File: src/rtl/arith_pkg.sv
// Shared arithmetic definitions for the multiplier/divider pair:
// the FSM state encoding, the default operand width and the iteration-counter sizing.
package arith_pkg;

    typedef enum logic [1:0] {
        ST_IDLE = 2'd0,
        ST_RUN  = 2'd1,
        ST_DONE = 2'd2
    } state_e;

    localparam int DEFAULT_WIDTH = 2;

    // The counter must reach 2*WIDTH-1; the extra bit leaves headroom.
    function automatic int cnt_width(input int width);
        return $clog2(2 * width) + 1;
    endfunction

endpackage

File: src/rtl/seq_divider_div_step.sv
// One restoring-division iteration: shift the partial remainder left, bring in
// the next dividend bit, then subtract the divisor when the result is large enough.
module div_step
    import arith_pkg::*;
#(
    parameter int WIDTH = DEFAULT_WIDTH
) (
    input  logic [WIDTH-1:0] rem_i,
    input  logic             bit_i,
    input  logic [WIDTH-1:0] divisor_i,
    output logic [WIDTH-1:0] rem_o,
    output logic             qbit_o
);

    logic [WIDTH:0] shifted;

    // The incoming remainder is always below the divisor, so after the subtract
    // the true difference fits WIDTH bits and modular WIDTH-bit arithmetic is exact.
    always_comb begin
        shifted = {rem_i, bit_i};
        qbit_o  = (shifted >= {1'b0, divisor_i});
        rem_o   = qbit_o ? (shifted[WIDTH-1:0] - divisor_i) : shifted[WIDTH-1:0];
    end

endmodule

File: src/rtl/seq_divider.sv
// Sequential restoring divider: 2*WIDTH-bit dividend by WIDTH-bit divisor,
// one quotient bit per clock, framed by a start/busy/done handshake.
module seq_divider
    import arith_pkg::*;
#(
    parameter int WIDTH = DEFAULT_WIDTH
) (
    input  logic                 clk,
    input  logic                 rst,
    input  logic                 start,
    input  logic [2*WIDTH-1:0]   dividend,
    input  logic [WIDTH-1:0]     divisor,
    output logic [2*WIDTH-1:0]   quotient,
    output logic [WIDTH-1:0]     remainder,
    output logic                 busy,
    output logic                 done,
    output logic                 div_by_zero
);

    localparam int DW    = 2 * WIDTH;
    localparam int CNT_W = cnt_width(WIDTH);
    localparam logic [CNT_W-1:0] LAST_ITER = CNT_W'(DW - 1);

    state_e             state_q, state_d;
    logic [CNT_W-1:0]   cnt_q, cnt_d;
    logic [DW-1:0]      dvd_q, dvd_d;
    logic [WIDTH-1:0]   dsr_q, dsr_d;
    logic [WIDTH-1:0]   prem_q, prem_d;
    logic [DW-1:0]      qacc_q, qacc_d;
    logic [DW-1:0]      quot_q, quot_d;
    logic [WIDTH-1:0]   rem_q, rem_d;
    logic               dbz_q, dbz_d;

    logic [WIDTH-1:0]   step_rem;
    logic               step_qbit;
    logic               accept;

    div_step #(.WIDTH(WIDTH)) u_step (
        .rem_i     (prem_q),
        .bit_i     (dvd_q[DW-1]),
        .divisor_i (dsr_q),
        .rem_o     (step_rem),
        .qbit_o    (step_qbit)
    );

    always_comb begin
        state_d = state_q;
        cnt_d   = cnt_q;
        dvd_d   = dvd_q;
        dsr_d   = dsr_q;
        prem_d  = prem_q;
        qacc_d  = qacc_q;
        quot_d  = quot_q;
        rem_d   = rem_q;
        dbz_d   = dbz_q;
        accept  = start && (state_q != ST_RUN);

        case (state_q)
            ST_RUN: begin
                prem_d = step_rem;
                dvd_d  = {dvd_q[DW-2:0], 1'b0};
                qacc_d = {qacc_q[DW-2:0], step_qbit};
                cnt_d  = cnt_q + CNT_W'(1);
                // Result ports change only here, so nothing partial is ever visible.
                if (cnt_q == LAST_ITER) begin
                    state_d = ST_DONE;
                    quot_d  = {qacc_q[DW-2:0], step_qbit};
                    rem_d   = step_rem;
                    dbz_d   = 1'b0;
                end
            end
            ST_DONE: state_d = ST_IDLE;
            default: ;
        endcase

        // Accepting from DONE as well as IDLE gives back-to-back operation.
        if (accept) begin
            dvd_d  = dividend;
            dsr_d  = divisor;
            cnt_d  = '0;
            prem_d = '0;
            qacc_d = '0;
            if (divisor == '0) begin
                state_d = ST_DONE;
                quot_d  = '1;
                rem_d   = '0;
                dbz_d   = 1'b1;
            end else begin
                state_d = ST_RUN;
            end
        end
    end

    always_ff @(posedge clk) begin
        if (rst) begin
            state_q <= ST_IDLE;
            cnt_q   <= '0;
            dvd_q   <= '0;
            dsr_q   <= '0;
            prem_q  <= '0;
            qacc_q  <= '0;
            quot_q  <= '0;
            rem_q   <= '0;
            dbz_q   <= 1'b0;
        end else begin
            state_q <= state_d;
            cnt_q   <= cnt_d;
            dvd_q   <= dvd_d;
            dsr_q   <= dsr_d;
            prem_q  <= prem_d;
            qacc_q  <= qacc_d;
            quot_q  <= quot_d;
            rem_q   <= rem_d;
            dbz_q   <= dbz_d;
        end
    end

    assign quotient    = quot_q;
    assign remainder   = rem_q;
    assign div_by_zero = dbz_q;
    assign busy        = (state_q == ST_RUN);
    assign done        = (state_q == ST_DONE);

endmodule

File: config.mk
export PLATFORM = sky130hd
export DESIGN_NAME = seq_divider
export DESIGN_NICKNAME = d
export VERILOG_FILES = /design/src/rtl/arith_pkg.sv /design/src/rtl/seq_divider_div_step.sv /design/src/rtl/seq_divider.sv
export SDC_FILE = /design/constraint.sdc
export NUM_CORES = 1
export LEC_CHECK = 0
export ABC_AREA = 1
export CORE_UTILIZATION = 46
export CTS_CLUSTER_DIAMETER = 120
export DETAILED_ROUTE_END_ITERATION = 12
export GPL_ROUTABILITY_DRIVEN = 1
export HOLD_SLACK_MARGIN = 0.1
export PLACE_DENSITY = 0.74
export REMOVE_ABC_BUFFERS = 1
export SYNTH_ARGS = -nofsm -noshare
export SYNTH_HDL_FRONTEND = slang
export SYNTH_SLANG_ARGS = --single-unit
File: constraint.sdc
create_clock -name clk -period 1.6 [get_ports clk]
set_clock_uncertainty 0.15 [all_clocks]
set_input_delay 0.48 -clock clk [delete_from_list [all_inputs] [get_ports clk]]
set_output_delay 0.48 -clock clk [all_outputs]
set_load 0.01 [all_outputs]
==> results of run 1 <==
==> worst max-delay path by stage <==
stage / startpoint / endpoint / slack [ns] / cells past startpoint
4_1_cts: state_q[1] / busy / -0.20 / 3
3_3_place_gp: start / remainder[0] / -0.16 / 8
5_1_grt: state_q[1] / busy / -0.11 / 3
3_5_place_dp: start / remainder[1] / -0.20 / 8
6_report: state_q[1] / busy / -0.09 / 3
2_1_floorplan: state_q[1] / quotient[2] / -0.09 / 6
==> critical path, delay by kind of cell (launching register included) <==
family	cells	cell delay, ns
adders and majority gates	1	0.18
buffers and inverters	2	0.18
DFF	1	0.39
==> layer usage <==
metal  up-vias  part of all wire (%)  GRT usage [%]
met5         -                     0              0
met1       485                    43           22.6
li1        546                     -              -
met2        26                    51           41.1
met3         7                   3.5           3.33
met4         0                   2.0           11.9
==> synth_stat cells, drive strengths merged <==
cell type / number
ha: 7
nand2: 45
o21ai: 5
buf: 2
nor2: 17
or2: 2
nand3: 10
xnor2: 2
a21oi: 16
dfxtp: 23
inv: 21
==> metrics by stage <==
stage	util, %	power, W	setup TNS [ns]
CTS	63.2	0.00124	-0.612
detailed placement	61.1	0.000963	-2.32
global placement	61.1	0.000949	-1.78
finish	69.0	0.00137	-0.165
global route	69.0	0.00143	-0.416
floorplan	-	0.000826	-0.276
==> kinds of logic (layout without fill, tap and decap cells) <==
| logic type | count (synthesis) | in the layout | share of synthesized area [%] |
|---|---|---|---|
| compound gates | 21 | 21 | 9.85 |
| flops | 23 | 23 | 43.1 |
| simple gates | 74 | 74 | 28.8 |
| xor+xnor | 2 | 2 | 1.64 |
| fa+ha+maj | 7 | 7 | 8.21 |
| buf+inv | 23 | 62 | 8.32 |
==> layout make-up <==
cell class	count	area share, %
Clock buffer	4	1.74
Inverter	21	5.54
Multi-Input combinational cell	104	37.2
Sequential cell	23	30.9
Tap cell	28	2.32
Timing Repair Buffer	37	22.2
==> power by group <==
group	leakage [nW]	switching, W	internal, W
Sequential	0.190	0.0000276	0.000613
Clock	0.0150	0.000178	0.0000973
Combinational	0.509	0.000226	0.000225
==> sequential cells by signal (all words and copies together), names as in the netlist <==
register,cells
cnt_q,3
div_by_zero,1
dsr_q,2
dvd_q,4
prem_q,2
qacc_q,3
quotient,4
remainder,2
state_q,2
==> what timing repair did <==
item | 4_1_cts | 5_1_grt
pin swaps | 1 | 3
cloned | 0 | 0
endpoints found under the setup margin | 22 | 25
hold endpoints to repair | 0 | 0
hold buffers | 0 | 0
setup buffers | 2 | 8
gates resized for setup | 22 | 23
==> results.py, run 1 <==
metrics = {
    "sta": {
        "timing.final.hold_violations": 0,
        "timing.final.ws_setup_ns": -0.0851,
        "fmax_mhz": 593,
        "hold_ws_ns": 0.322,
        "finalSetupViolCount": 2,
        "tightest_slew_ns": 0.333,
        "rsz0062_at_grt": "true",
        "layout_min_cycle_time_ns": 1.69,
        "period_share_pct": 105,
        "finalMaxSlewViolations": 0,
        "slew_headroom_pct": 77.7,
    },
    "synth": {
        "yosys_warnings": 0,
        "synth.cell_area_um2": 1070,
        "ys_ff_latch": 23,
        "avgSynthCellArea_um2": 7.12,
        "yosysSeqAreaShare_pct": 43.1,
        "synth_top_area_cell": "dfxtp_1",
        "synth.top_cell.area_share_pct": 43.1,
        "synthDistinctLibCells": 15,
        "netlist_instances": 150,
        "yosys-top-cells-area": "dfxtp_1 43%, nand2_1 15%, ha_1 8.2%, a21oi_1 7.5%, inv_1 6.3%",
    },
    "place": {
        "dpl-instance-area_um2": 1340,
        "io_buffers": 17,
        "place_hpwl_um": 1710,
        "gp_congestion": 0.816,
        "dp.cells": 203,
        "dpl_worst_slack_ns": -0.196,
    },
    "power": {
        "p_per_area_nw_per_um2": 903,
        "p_leak_nw": 0.714,
        "ir_drop_v": 0.000604,
    },
    "worst_hold_path": {
        "hold_path_startpoint": "quotient[3]",
        "holdPathStages": 2,
        "min_path_type": "flop to flop",
        "worstHoldEndpoint": "quotient[3]",
    },
    "route": {
        "first_pass_iters": 4,
        "wl_per_cell_um": 12.2,
        "vias_per_cell": 4.90,
        "drt.antenna.violating_nets": 0,
        "drt_wl_total_um": 2650,
        "vias": 1064,
        "drt_iter0_markers": 30,
        "remaining_drc_errors": 0,
    },
    "die": {
        "die_x_um": 50.2,
        "core-area_um2": 2190,
        "chipHeight_um": 50.2,
        "dieArea_um2": 2520,
        "rows": 17,
        "initial_core_util_pct": 48.7,
        "ios": 18,
    },
    "worst_setup_path": {
        "crit_required_ns": 0.97,
        "r2r-end": "remainder[1]",
        "cp_cell_sequence": "inv_2 -> ha_4 -> buf_6",
        "r2r_slack_ns": 0.01,
        "cp-start-kind": "flop",
        "cp.arrival_ns": 1.06,
        "worstPathMaxFanout": 2,
        "worstRegToRegCells": 11,
        "crit_path_end_kind": "primary output",
        "cpPeakStageDelay_ns": 0.39,
        "critPathSlowestCell": "dfxtp_2",
        "crit_type": "flop to primary output",
        "crit-reg2reg-launch": "state_q[1]",
    },
    "final_layout": {
        "final_area_um2": 1510,
        "finalNonFillerCells": 217,
        "nFillCells": 193,
        "seqCellArea_um2": 468,
        "nets": 206,
        "drive_gt1_share_pct": 24.3,
        "syn_to_final_growth_pct": 41.7,
        "antenna_cells": 0,
        "multi_input_area_um2": 563,
        "layout_commonest_cell": "nand2_1",
        "layout_common_cells": "37 x nand2_1, 19 x dfxtp_1, 17 x buf_4",
    },
    "grt": {
        "grt_use_total_pct": 21.8,
        "antenna_found_initial": 0,
        "overflow": 0,
        "grt_max_degree": 16,
        "grt_pass1_wl_um": 4150,
        "grt_pass1_vias": 1058,
    },
    "clock_network": {
        "clk_pin_slew_worst_paths_ns": 0.13,
        "clkLatencyLatePin_ns": 0.31,
        "root_buffer": "clkbuf_4",
        "htreeDepth": 1,
        "clockBufferDepth": 2,
        "cts_sinks": 23,
        "cts_buffers": 3,
        "tritoncts": "built",
    },
    "job": {
        "maxCapViolations": 0,
    },
    "run_status": {
        "violations": "negative setup slack",
        "status": "finished with violations",
    },
}
(Power assumes the default switching activity.)
==> run 2, diff against run 1 <==
--- a/config.mk
+++ b/config.mk
@@ -6,6 +6,8 @@
 export NUM_CORES = 1
 export LEC_CHECK = 0
 export ABC_AREA = 1
+export ABC_CLOCK_PERIOD_IN_PS = 1600
+export CORE_MARGIN = 4
 export CORE_UTILIZATION = 46
 export CTS_CLUSTER_DIAMETER = 120
 export DETAILED_ROUTE_END_ITERATION = 12
==> run 2 against run 1 <==
- the run still ends with negative setup slack left
- sequential share of layout area rose by 1.5 points
- cell area down 4.1%
- first-iteration DRC count fell by 23%
- via count shrank 6.3%
- critical path depth is the same
- routed wire length down 15%
- hold slack improved by 0.0010 ns
- final cell count is 3.2% lower
- critical path type unchanged
==> results.py, run 2 (same netlist as run 1, synthesis figures left out) <==
metrics = {
    "run_status": {
        "status": "finished with violations",
        "violations": "negative setup slack",
    },
    "power": {
        "p_per_area_nw_per_um2": 890,
        "p_leak_nw": 0.668,
        "ir_drop_v": 0.000543,
    },
    "final_layout": {
        "post-route-util_pct": 65.6,
        "layout_common_cells": "38 x nand2_1, 17 x nor2_1, 17 x dfxtp_1",
        "drive_gt1_share_pct": 22.0,
        "layout_commonest_cell": "nand2_1",
        "finalNonFillerCells": 210,
        "antenna_cells": 0,
        "syn_to_final_growth_pct": 35.9,
        "nets": 199,
    },
    "worst_setup_path": {
        "crit_required_ns": 0.97,
        "cp.arrival_ns": 1.03,
        "r2r-end": "dvd_q[2]",
        "cp-start-kind": "flop",
        "crit-reg2reg-launch": "state_q[1]",
        "crit_path_end_kind": "primary output",
        "worstRegToRegCells": 11,
        "crit_type": "flop to primary output",
        "worstPathMaxFanout": 2,
        "r2r_slack_ns": 0.10,
    },
    "grt": {
        "grt_pass1_wl_um": 3930,
        "overflow": 0,
        "grt_use_total_pct": 15.4,
        "antenna_found_initial": 0,
        "grt_max_degree": 16,
        "grt_pass1_vias": 917,
    },
    "place": {
        "io_buffers": 17,
        "dpl_worst_slack_ns": -0.183,
        "gp_congestion": 0.849,
        "dp.cells": 202,
        "place_hpwl_um": 1680,
    },
    "sta": {
        "slew_headroom_pct": 82.7,
        "timing.final.hold_violations": 0,
        "finalMaxSlewViolations": 0,
        "tightest_slew_ns": 0.259,
        "period_share_pct": 104,
        "fmax_mhz": 603,
        "rsz0062_at_grt": "true",
        "timing.final.ws_setup_ns": -0.0594,
        "layout_min_cycle_time_ns": 1.66,
        "finalSetupViolCount": 2,
        "hold_ws_ns": 0.323,
    },
    "route": {
        "drt_iter0_markers": 23,
        "drt.antenna.violating_nets": 0,
        "remaining_drc_errors": 0,
        "first_pass_iters": 4,
        "drt_wl_total_um": 2250,
        "top_layer": "met4",
        "wl_per_cell_um": 10.7,
        "vias": 997,
        "vias_per_cell": 4.75,
        "dr_wl_met3_um": 138,
        "wl_met1_um": 1080,
        "wl_met2_um": 1010,
    },
    "clock_network": {
        "cts_sinks": 23,
        "clockBufferDepth": 2,
        "clkLatencyLatePin_ns": 0.30,
        "htreeDepth": 1,
        "cts_hold_buf": 0,
        "tritoncts": "built",
        "clk_pin_slew_worst_paths_ns": 0.13,
        "root_buffer": "clkbuf_4",
        "cts_buffers": 3,
    },
    "die": {
        "initial_core_util_pct": 48.2,
        "ios": 18,
        "die_x_um": 56.2,
        "chipHeight_um": 56.2,
        "dieArea_um2": 3160,
        "rows": 17,
        "core-area_um2": 2210,
    },
    "worst_hold_path": {
        "holdPathStages": 2,
        "hold_path_startpoint": "dsr_q[1]",
        "worstHoldEndpoint": "dsr_q[1]",
        "min_path_type": "flop to flop",
    },
    "job": {
        "maxCapViolations": 0,
    },
}
run 2: how the worst max path moves through the flow:
stage | cells after the start | startpoint | slack, ns | to
6_report | 3 | state_q[1] | -0.06 | done
5_1_grt | 3 | state_q[1] | -0.10 | done
4_1_cts | 3 | state_q[1] | -0.19 | busy
3_5_place_dp | 2 | state_q[0] | -0.18 | busy
3_3_place_gp | 8 | start | -0.18 | remainder[0]
2_1_floorplan | 6 | state_q[1] | -0.09 | quotient[2]
run 2: stage by stage:
step                TNS (ns)  total power (W)  instance area, um^2
floorplan             -0.276         0.000826                 1060
global placement       -2.07         0.000950                 1330
CTS                   -0.230          0.00124                 1380
global route          -0.185          0.00138                 1450
finish                -0.100          0.00129                 1450
detailed placement     -2.28         0.000957                 1330
run 2: routing by layer:
| layer | vias to the layer above | track usage (%) |
|---|---|---|
| met5 | - | 0 |
| met4 | 0 | 5.08 |
| met3 | 2 | 3.25 |
| met2 | 27 | 23.4 |
| met1 | 437 | 21.6 |
| li1 | 531 | - |
run 2: cell type report:
cell class                      instances  area, um^2
Multi-Input combinational cell        104         557
Fill cell                             199         762
Timing Repair Buffer                   30         278
Tap cell                               28        35.0
Inverter                               21        83.8
Sequential cell                        23         470
Clock buffer                            4        26.3
run 2: worst max-delay path, cell delays in order, from the launching register on:
cell and delay, ns:
dfxtp_2 0.36, buf_6 0.11, ha_4 0.15, buf_6 0.11
run 2: timing repair:
| item | in CTS | in global routing |
|---|---|---|
| cloned | 0 | 0 |
| hold endpoints to repair | 0 | 0 |
| buffers inserted | 2 | 2 |
| endpoints found under the setup margin | 21 | 21 |
| pin swaps | 1 | 2 |
| resized for setup | 22 | 23 |
run 2: where the power goes:
part           internal [W]  switching, W  leakage (nW)
Combinational      0.000188      0.000196         0.462
Sequential         0.000613     0.0000265         0.190
Clock             0.0000971      0.000169        0.0150
==> run 3, diff against run 2 <==
--- a/config.mk
+++ b/config.mk
@@ -5,7 +5,6 @@
 export SDC_FILE = /design/constraint.sdc
 export NUM_CORES = 1
 export LEC_CHECK = 0
-export ABC_AREA = 1
 export ABC_CLOCK_PERIOD_IN_PS = 1600
 export CORE_MARGIN = 4
 export CORE_UTILIZATION = 46
@@ -13,8 +12,9 @@
 export DETAILED_ROUTE_END_ITERATION = 12
 export GPL_ROUTABILITY_DRIVEN = 1
 export HOLD_SLACK_MARGIN = 0.1
-export PLACE_DENSITY = 0.74
+export PLACE_DENSITY = 0.73
 export REMOVE_ABC_BUFFERS = 1
+export SKIP_CTS_REPAIR_TIMING = 1
 export SYNTH_ARGS = -nofsm -noshare
 export SYNTH_HDL_FRONTEND = slang
 export SYNTH_SLANG_ARGS = --single-unit
==> run 3 against run 2 <==
- the flow still finishes with violations (negative setup slack)
- sequential cell count unchanged
- final cell count shrank 15%
- sequential share of layout area decreased by 3.4 points
==> results.py, run 3 <==
metrics = {
    "synth": {
        "yosysSeqAreaShare_pct": 41.9,
        "netlist_instances": 122,
        "synthDistinctLibCells": 24,
        "synth.cell_area_um2": 1100,
        "avgSynthCellArea_um2": 9.01,
        "synth.top_cell.area_share_pct": 41.9,
        "synthArstFlopShare_pct": 0,
        "yosys-top-cells-area": "dfxtp_1 42%, mux2i_1 11%, ha_1 8.0%, a21oi_1 7.3%, nor2_1 6.5%",
        "synth_common_cells": "23 x dfxtp_1, 19 x nor2_1, 16 x a21oi_1, 12 x mux2i_1",
        "yosys_most_used_dff": "dfxtp_1",
        "yosys_warnings": 0,
        "synth_top_area_cell": "dfxtp_1",
        "yosysMostFrequentCell": "dfxtp_1",
        "ys_ff_latch": 23,
        "synth_edf_count": 0,
    },
    "route": {
        "wl_met1_um": 1170,
        "vias_per_cell": 5.26,
        "wl_per_cell_um": 14.6,
        "top_layer": "met4",
        "dr_wl_met3_um": 100,
        "drt_wl_total_um": 2590,
        "wl_met2_um": 1290,
        "vias": 936,
        "first_pass_iters": 4,
        "drt.antenna.violating_nets": 0,
        "drt_iter0_markers": 16,
        "remaining_drc_errors": 0,
    },
    "sta": {
        "fin_setup_tns_ns": -0.189,
        "timing.final.hold_violations": 0,
        "rsz0062_at_grt": "true",
        "timing.final.ws_setup_ns": -0.0852,
        "layout_min_cycle_time_ns": 1.69,
        "slew_headroom_pct": 81.4,
        "finalSetupViolCount": 4,
        "fmax_mhz": 593,
        "finalMaxSlewViolations": 0,
        "tightest_slew_ns": 0.279,
        "period_share_pct": 105,
    },
    "die": {
        "rows": 17,
        "die_x_um": 56.9,
        "core-area_um2": 2230,
        "initial_core_util_pct": 49.2,
        "ios": 18,
        "chipHeight_um": 56.9,
        "dieArea_um2": 3240,
    },
    "clock_network": {
        "clockBufferDepth": 2,
        "htreeDepth": 1,
        "cts_buffers": 3,
        "tritoncts": "built",
        "clkLatencyLatePin_ns": 0.31,
        "cts_sinks": 23,
        "clk_pin_slew_worst_paths_ns": 0.12,
        "root_buffer": "clkbuf_4",
    },
    "power": {
        "ir_drop_v": 0.000613,
        "p_leak_nw": 0.792,
        "p_per_area_nw_per_um2": 838,
    },
    "worst_setup_path": {
        "critPathSlowestCell": "dfxtp_4",
        "cp-start-kind": "flop",
        "worstPathMaxFanout": 4,
        "crit_type": "flop to primary output",
        "cpPeakStageDelay_ns": 0.40,
        "crit_path_end_kind": "primary output",
        "crit_required_ns": 0.97,
        "cp.arrival_ns": 1.06,
        "cp_cell_sequence": "inv_2 -> ha_2 -> buf_6",
    },
    "job": {
        "maxCapViolations": 0,
    },
    "run_status": {
        "violations": "negative setup slack",
        "status": "finished with violations",
    },
    "final_layout": {
        "layout_common_cells": "18 x nor2_1, 18 x dfxtp_1, 13 x a21oi_1",
        "antenna_cells": 0,
        "multi_input_area_um2": 716,
        "nets": 167,
        "seqCellArea_um2": 469,
        "drive_gt1_share_pct": 34.0,
        "nFillCells": 165,
        "finalNonFillerCells": 178,
        "syn_to_final_growth_pct": 47.1,
    },
    "grt": {
        "grt_use_total_pct": 14.7,
        "grt_pass1_wl_um": 3820,
        "grt_pass1_vias": 862,
        "grt_max_degree": 24,
        "overflow": 0,
        "antenna_found_initial": 0,
    },
    "place": {
        "dpl_worst_slack_ns": -0.471,
        "place_hpwl_um": 1740,
        "gp_congestion": 0.764,
        "io_buffers": 17,
        "dp.cells": 174,
    },
    "worst_hold_path": {
        "min_path_type": "flop to flop",
    },
}
==> run 3: cell count changes in the layout (fill, tap and decap cells not counted), sizes merged, moves of 3 or more <==
cell,before,now
nand2,45,3
inv,21,6
mux2i,0,12
dlymetal6s2s,0,10
nand3,10,0
nor3b,0,7
clkdlybuf4s15,4,0
clkdlybuf4s50,8,5
dlygate4sd2,3,0
nand2b,0,3
nor2b,0,3
nor3,0,3
o21ai,5,2
==> run 3: worst paths after layout <==
| path | from | end | slack, ns | cells after the start |
|---|---|---|---|---|
| hold reg to reg | div_by_zero | div_by_zero | 0.34 | 2 |
| setup reg to reg | state_q[1] | state_q[1] | -0.03 | 6 |
| setup / recovery | state_q[0] | done | -0.09 | 3 |
| hold / removal | div_by_zero | div_by_zero | 0.34 | 2 |
==> run 3: cell type report <==
class | count | share of cell area [%]
multi-input combinational | 85 | 44.2
sequential | 23 | 29.0
timing repair buffer | 32 | 21.5
tap | 28 | 2.17
clock buffer | 3 | 1.39
inverter | 6 | 1.39
clock inverter | 1 | 0.309
==> run 3: report_power, final <==
part | leakage [nW] | total [W] | switching, W | internal, W
combinational | 0.585 | 0.000441 | 0.000210 | 0.000231
clock | 0.0177 | 0.000272 | 0.000179 | 0.0000935
sequential | 0.190 | 0.000642 | 0.0000291 | 0.000613
total | 0.792 | 0.00136 | 0.000418 | 0.000937
==> run 3: metal layers <==
layer  up-vias  GRT usage [%]
li1        473              -
met1       440           19.9
met2        19           22.5
met3         4           2.53
met4         0           6.95
met5         -              0
==> run 3: stage by stage <==
stage | hold slack [ns] | power [W] | instance area (um^2) | util (%)
floorplan | 0.304 | 0.000822 | 1060 | -
finish | 0.341 | 0.00136 | 1620 | 72.4
global placement | 0.296 | 0.000974 | 1400 | 62.9
CTS | 0.323 | 0.00126 | 1430 | 64.1
detailed placement | 0.305 | 0.000989 | 1400 | 62.9
global route | 0.355 | 0.00143 | 1620 | 72.4
==> run 3: worst max-delay path, delay by kind of cell (launching register included) <==
kind	cells	cell delay, ns
flops	1	0.40
buf+inv	2	0.16
fa+ha+maj	1	0.19
==> run 3: cell families after synthesis <==
kind of cell | synth area share (%)
AO/OA/AOI/OAI | 15.1
adder cells (fa/ha/maj) | 7.96
buffers and inverters | 5.57
flip-flops | 41.9
multiplexers | 10.9
AND/OR/NAND/NOR | 18.5
